--- src/rtl/register_file_param.sv ---
// ============================================================================
// register_file_param: parametrised 1-write / 2-read register file with
// optional hardwired zero register, write forwarding and registered reads.
// ============================================================================
`default_nettype none

module register_file_param #(
  parameter int WIDTH        = 32,
  parameter int ADDR_BITS    = 5,
  parameter bit ZERO_REG     = 1'b1,
  parameter bit BYPASS       = 1'b1,
  parameter int READ_LATENCY = 0
) (
  input  logic                 clk,
  input  logic                 reset,
  input  logic                 wrenable,
  input  logic [ADDR_BITS-1:0] writeregister,
  input  logic [WIDTH-1:0]     writedata,
  input  logic [ADDR_BITS-1:0] readregister1,
  input  logic [ADDR_BITS-1:0] readregister2,
  output logic [WIDTH-1:0]     readdata1,
  output logic [WIDTH-1:0]     readdata2
);

  localparam int DEPTH = 2**ADDR_BITS;

  logic [WIDTH-1:0] mem_q [DEPTH];
  logic             wr_eff;
  logic             fwd_ok;
  logic [WIDTH-1:0] rdata [2];

  assign wr_eff = wrenable && !(ZERO_REG && (writeregister == '0));
  // Forwarding is suppressed during reset so outputs read the cleared storage.
  assign fwd_ok = BYPASS && wr_eff && !reset;

  always_ff @(posedge clk or posedge reset) begin
    if (reset) begin
      for (int i = 0; i < DEPTH; i++) begin
        mem_q[i] <= '0;
      end
    end else if (wr_eff) begin
      mem_q[writeregister] <= writedata;
    end
  end

  for (genvar p = 0; p < 2; p++) begin : g_port
    logic [ADDR_BITS-1:0] addr;
    logic [WIDTH-1:0]     src;

    assign addr = (p == 0) ? readregister1 : readregister2;

    always_comb begin
      src = mem_q[addr];
      if (ZERO_REG && (addr == '0)) begin
        src = '0;
      end else if (fwd_ok && (writeregister == addr)) begin
        src = writedata;
      end
    end

    if (READ_LATENCY == 1) begin : g_reg
      logic [WIDTH-1:0] rd_q;
      logic [WIDTH-1:0] rd_d;

      assign rd_d = src;

      always_ff @(posedge clk or posedge reset) begin
        if (reset) begin
          rd_q <= '0;
        end else begin
          rd_q <= rd_d;
        end
      end

      assign rdata[p] = rd_q;
    end else begin : g_comb
      assign rdata[p] = src;
    end
  end

  assign readdata1 = rdata[0];
  assign readdata2 = rdata[1];

endmodule

`default_nettype wire
--- config.mk ---
export PLATFORM = sky130hd
export DESIGN_NAME = register_file_param
export DESIGN_NICKNAME = d
export VERILOG_FILES = /design/src/rtl/register_file_param.sv
export SDC_FILE = /design/constraint.sdc
export NUM_CORES = 2
export LEC_CHECK = 0
export BUFFER_PORTS_ARGS = -buffer_cell sky130_fd_sc_hd__clkbuf_2
export CORE_UTILIZATION = 48
export DETAILED_ROUTE_END_ITERATION = 10
export HOLD_SLACK_MARGIN = 0.08
export PLACE_DENSITY_LB_ADDON = 0.25
export SLEW_MARGIN = 15
export SYNTH_ARGS = -nofsm -noshare
export SYNTH_HDL_FRONTEND = slang
export SYNTH_SLANG_ARGS = --single-unit
--- constraint.sdc ---
create_clock -name clk -period 29.4 [get_ports clk]
set_input_delay 1.47 -clock clk [delete_from_list [all_inputs] [get_ports clk]]
set_output_delay 1.47 -clock clk [all_outputs]
set_load 0.02 [all_outputs]
Word-level counts from Yosys, hierarchy flattened
Cells that the tools add are included.
Operators by class
  add/subtract/negate cells: 0
  multipliers: 0
  divide/modulo/power cells: 0
  $lt $le $gt $ge: 4
  equality and inequality tests: 2
  shift operators: 0
  multiplexer cells: 13
  bitwise gates (word level): 3
  reduce and logical (&&, ||, !) cells: 10
Operators by type and width (count)
  1024-bit bitwise mux: 1
  32-bit binary-select mux with 5-bit select: 2
  32-bit 2-to-1 mux: 9
  32-bit demux with 5-bit select: 1
  6-bit greater-or-equal comparator (second input constant): 3
  5-bit inverter with 6-bit output: 3
  5-bit zero test: 3
  5-bit == test: 2
  6-bit by 1-bit < comparator with 1-bit output (second input constant): 1
  1-bit logical AND: 5
  1-bit zero test: 2
Word-level totals
  flip-flop bits (word level): 1024
  bits in latches: 0
  memory bits (writable): 0
  ROM bits: 0
  bits of input ports: 50
  output and inout port bits: 64
  logic and storage cells: 64
  memories kept: 0

Longest topological paths before layout
  depth after elaboration: 7
  mapped depth: 9
  depth with buffers taken out: 5

Worst setup path before layout
No wires, ideal clock.
  kind: input-to-output
  start: input readregister2[4]
  end: output readdata2[18]
  arrival: 3.164 ns
  required time: 27.930 ns
  path slack: 24.766 ns
  stages on the path: 8
  path buffers: 3
  path through: buf_2 > buf_2 > buf_4 > mux4_2 > nor3b_1 > nor3_1 > a21oi_1 > a21oi_1
On the way
  word-level cells in the longest chain between the ends: 6
  elaborated cells between the ends (all ways): 9
  those cells by class: eq/ne: 1; mux: 5; bitwise: 1; reduce/logical: 2
Ends and longest elaborated chain
  from (decl): line 20  | input logic [ADDR_BITS-1:0] readregister2,
  5-bit inverter with 6-bit output (not written as such): line 53  | src = mem_q[addr];
  32-bit binary-select mux with 5-bit select: line 53
  32-bit 2-to-1 mux (not written as such) (2 in a row): line 53
  32-bit 2-to-1 mux: line 56  | end else if (fwd_ok && (writeregister == addr)) begin
  32-bit 2-to-1 mux (*): line 54  | if (ZERO_REG && (addr == '0)) begin
  to (decl): line 22  | output logic [WIDTH-1:0] readdata2
Every way passes the cells marked *; elsewhere a longest branch is shown, timed or not. The select of a mux whose other input is x is not followed.

Worst setup path in the final report
  start: input readregister2[0]
  end: output readdata2[25]
The elaborated chain is that of the path after synthesis.

==> results.txt <==
Outcome: finished, final reports clean
Seq/Total Area, Yosys: 46.45%
Fin nets: 3,844
Max-slew headroom: 21.70%
Yosys reg bits: 1,024
Core region area: 0.1133 mm²
Final min period: 7.329 ns
Initial antenna violation count: 8
Primary FF master, synth: dfrtp_1
Clock Skew: 0 ns
DRT iter0 DRCs: 3,679
Worst EP required: 27.93 ns
Total GRT Usage: 30.19%
Hold Fails Final Rpt: 0
H-tree Lvls: 3
Routed Antenna Nets: 0
Fin cells: 5,395
Internal Power: 2.980 mW
Yosys top cell area share: 46.45%
Synth unique cells: 49
First-pass GRT wire length: 256,500 µm
Post-route DRC: 0
Row cnt: 123
Pin count of the biggest net entering global routing: 165
Comb power frac: 19.8%
Skew-Pair Late Insertion Delay: 0.70 ns
Commonest cells post-synth: mux2_2, dfrtp_1, mux4_2
Startpoint types: input port
Max FFs per register: 1,024
Clock Tree Root: clkbuf_16
Routability-driven placement congestion ratio: 0.7940
Slew at the pin closest to its max-slew limit: 1.168 ns
CTS Buf Count: 113
Post-Place Cells: 5,178
Kind of end point of the critical path: output pin
Cell Area, Placed: 0.05659 mm²
Die width: 341.0 µm
Wire length per cell: 32.20 µm
Fill cells: 9,527
Sw Ratio: 27.36%
Largest registers: mem_q x1024
Post-CTS sizing: 0
Largest cells by area after synthesis: dfrtp_1, mux2_2, mux4_2
Crit Path Max Fanout: 87
VDD IR max: 0.05857 mV
Final period util: 24.93%
Hold Crit Class: reg -> reg
Yosys warning count: 0
CTS tree: done
Final number of max-transition violations: 0
Total gr overflow: 0
Mapped Nets: 3,986
Critical path arrival: 5.86 ns
NetSw: 1.122 mW
RSZ-0062 raised after global routing: false
Die footprint: 0.1163 mm²
Die Ht: 341.0 µm
# hold bufs at CTS: 0
Clock power frac: 34.8%
Vias: 36,330
Via/cell ratio: 6.734
Ports: 114
Leakage: 26.07 nW
PD cells: 68.00 mW/mm²
Final setup fails: 0
F_max: 0.1364 GHz
Layout cell share with drive strength beyond 1: 48.86%
Finished Cell Area: 0.06033 mm²
Setup TNS: 0 ns
Largest reg by FF count: mem_q
Number of clock sinks: 1,024
Max Cap Viol: 0
PortBufs: 113
Register share of total power: 45.4%
First drt pass iteration count: 7
Reg2reg setup slack: 28.59 ns
Number of flops mapped to enable cells by yosys: 0
Avg Inst Size Synth: 14.01 µm²
Mapped Cells: 3,936
Area growth syn-to-layout: 9.375%
Post-DP HPWL: 91,560 µm
Final wirelength: 173,700 µm
Synth area leader: dfrtp_1
Post-CTS setup buffers: 0
Clock Path Buffers: 3
Setup CP Type: in -> out
Clock transition at path regs: 0.06 ns
Fin util: 53.26%
Top-count cell post-synth: mux2_2
Vias in the first global route: 36,690
Cell Area, Synth: 0.05516 mm²
Initial core utilization: 48.70%
Ys async rst share: 100.0%
-- cell usage in the layout, fill, tap and decap left out, types with 22 or more instances in the layout --
cell type,instances
clkbuf_16,113
nor3b_1,35
a221o_1,31
a31oi_1,32
clkbuf_8,22
clkbuf_2,104
clkinv_2,26
a211oi_1,32
o22a_1,31
dfrtp_1,1024
mux2i_1,161
a22oi_1,31
o21ai_0,94
o32a_1,31
mux4_2,384
nor3_1,65
o22ai_1,64
buf_4,83
clkbuf_1,32
nor2_1,99
mux2_2,1090
a21oi_1,128
nor2b_1,31
o211ai_1,31
-- cell families (layout without fill, tap and decap cells) --
logic type             Yosys count  after routing  share of synthesized area (%)
flip-flops                    1024           1024                          46.45
other                            0              4                              0
AO/OA/AOI/OAI                  511            511                          6.099
multiplexers                  1636           1636                          40.87
XOR/XNOR                        10             10                         0.1588
AND/OR/NAND/NOR                297            297                          2.779
buffers and inverters          458            413                          3.636
-- through the flow --
stage	setup slack, ns	total power, mW	hold slack (ns)
after floorplan	13.82	2.490	0.4420
after detailed placement	22.04	2.693	0.3853
after CTS	22.04	4.118	0.3984
after global routing	21.86	4.272	0.4098
final	22.07	4.102	0.3984
after global placement	22.06	2.662	0.3810
-- routing by layer --
| metal | share of wire (%) | global-route usage (%) | vias to the layer above |
|---|---|---|---|
| met5 | 0.013 | 0 | - |
| met4 | 3.3 | 9.744 | 4 |
| met3 | 9.4 | 7.292 | 371 |
| met2 | 45 | 44.89 | 1607 |
| met1 | 42 | 43.60 | 19490 |
| li1 | - | - | 14850 |
-- worst max-delay path, stage by stage --
cell	delay (ns)
buf_8	0.56
buf_4	0.79
buf_4	0.69
buf_4	0.75
mux2_2	0.28
o21ai_0	0.08
nor3_1	0.24
a21oi_1	0.09
a21oi_1	0.52
clkbuf_2	0.27
-- path summary, 6_finish.rpt --
kind | startpoint | end | cells past startpoint
max reg2reg | mem_q[74] | mem_q[74] | 1
max | readregister2[0] | readdata2[25] | 10
min in group asynchronous | reset | mem_q[705] | 2
max in group asynchronous | reset | mem_q[693] | 6
min reg2reg | mem_q[997] | mem_q[997] | 0
min | mem_q[997] | mem_q[997] | 0
-- area by class of cell --
class / count / area (µm²) / area share (%)
flip-flops and latches: 1024 / 25620 / 42.47
well taps: 1500 / 1877 / 3.111
multi-input cells: 2454 / 27750 / 45.99
diodes: 4 / 10.01 / 0.01659
repair buffers: 198 / 1350 / 2.238
clock buffers: 167 / 3251 / 5.388
clock inverters: 45 / 455.4 / 0.7549
inverters: 3 / 15.01 / 0.02489
-- power by group through the flow --
stage / clock network, mW / logic, mW / registers, mW
finish: 1.43 / 0.812 / 1.86
detailed placement: 0 / 0.811 / 1.88
global route: 1.50 / 0.870 / 1.90
floorplan: 0 / 0.663 / 1.83
CTS: 1.45 / 0.813 / 1.86
global placement: 0 / 0.794 / 1.87
Note: power is estimated with default switching activity, not from simulation.
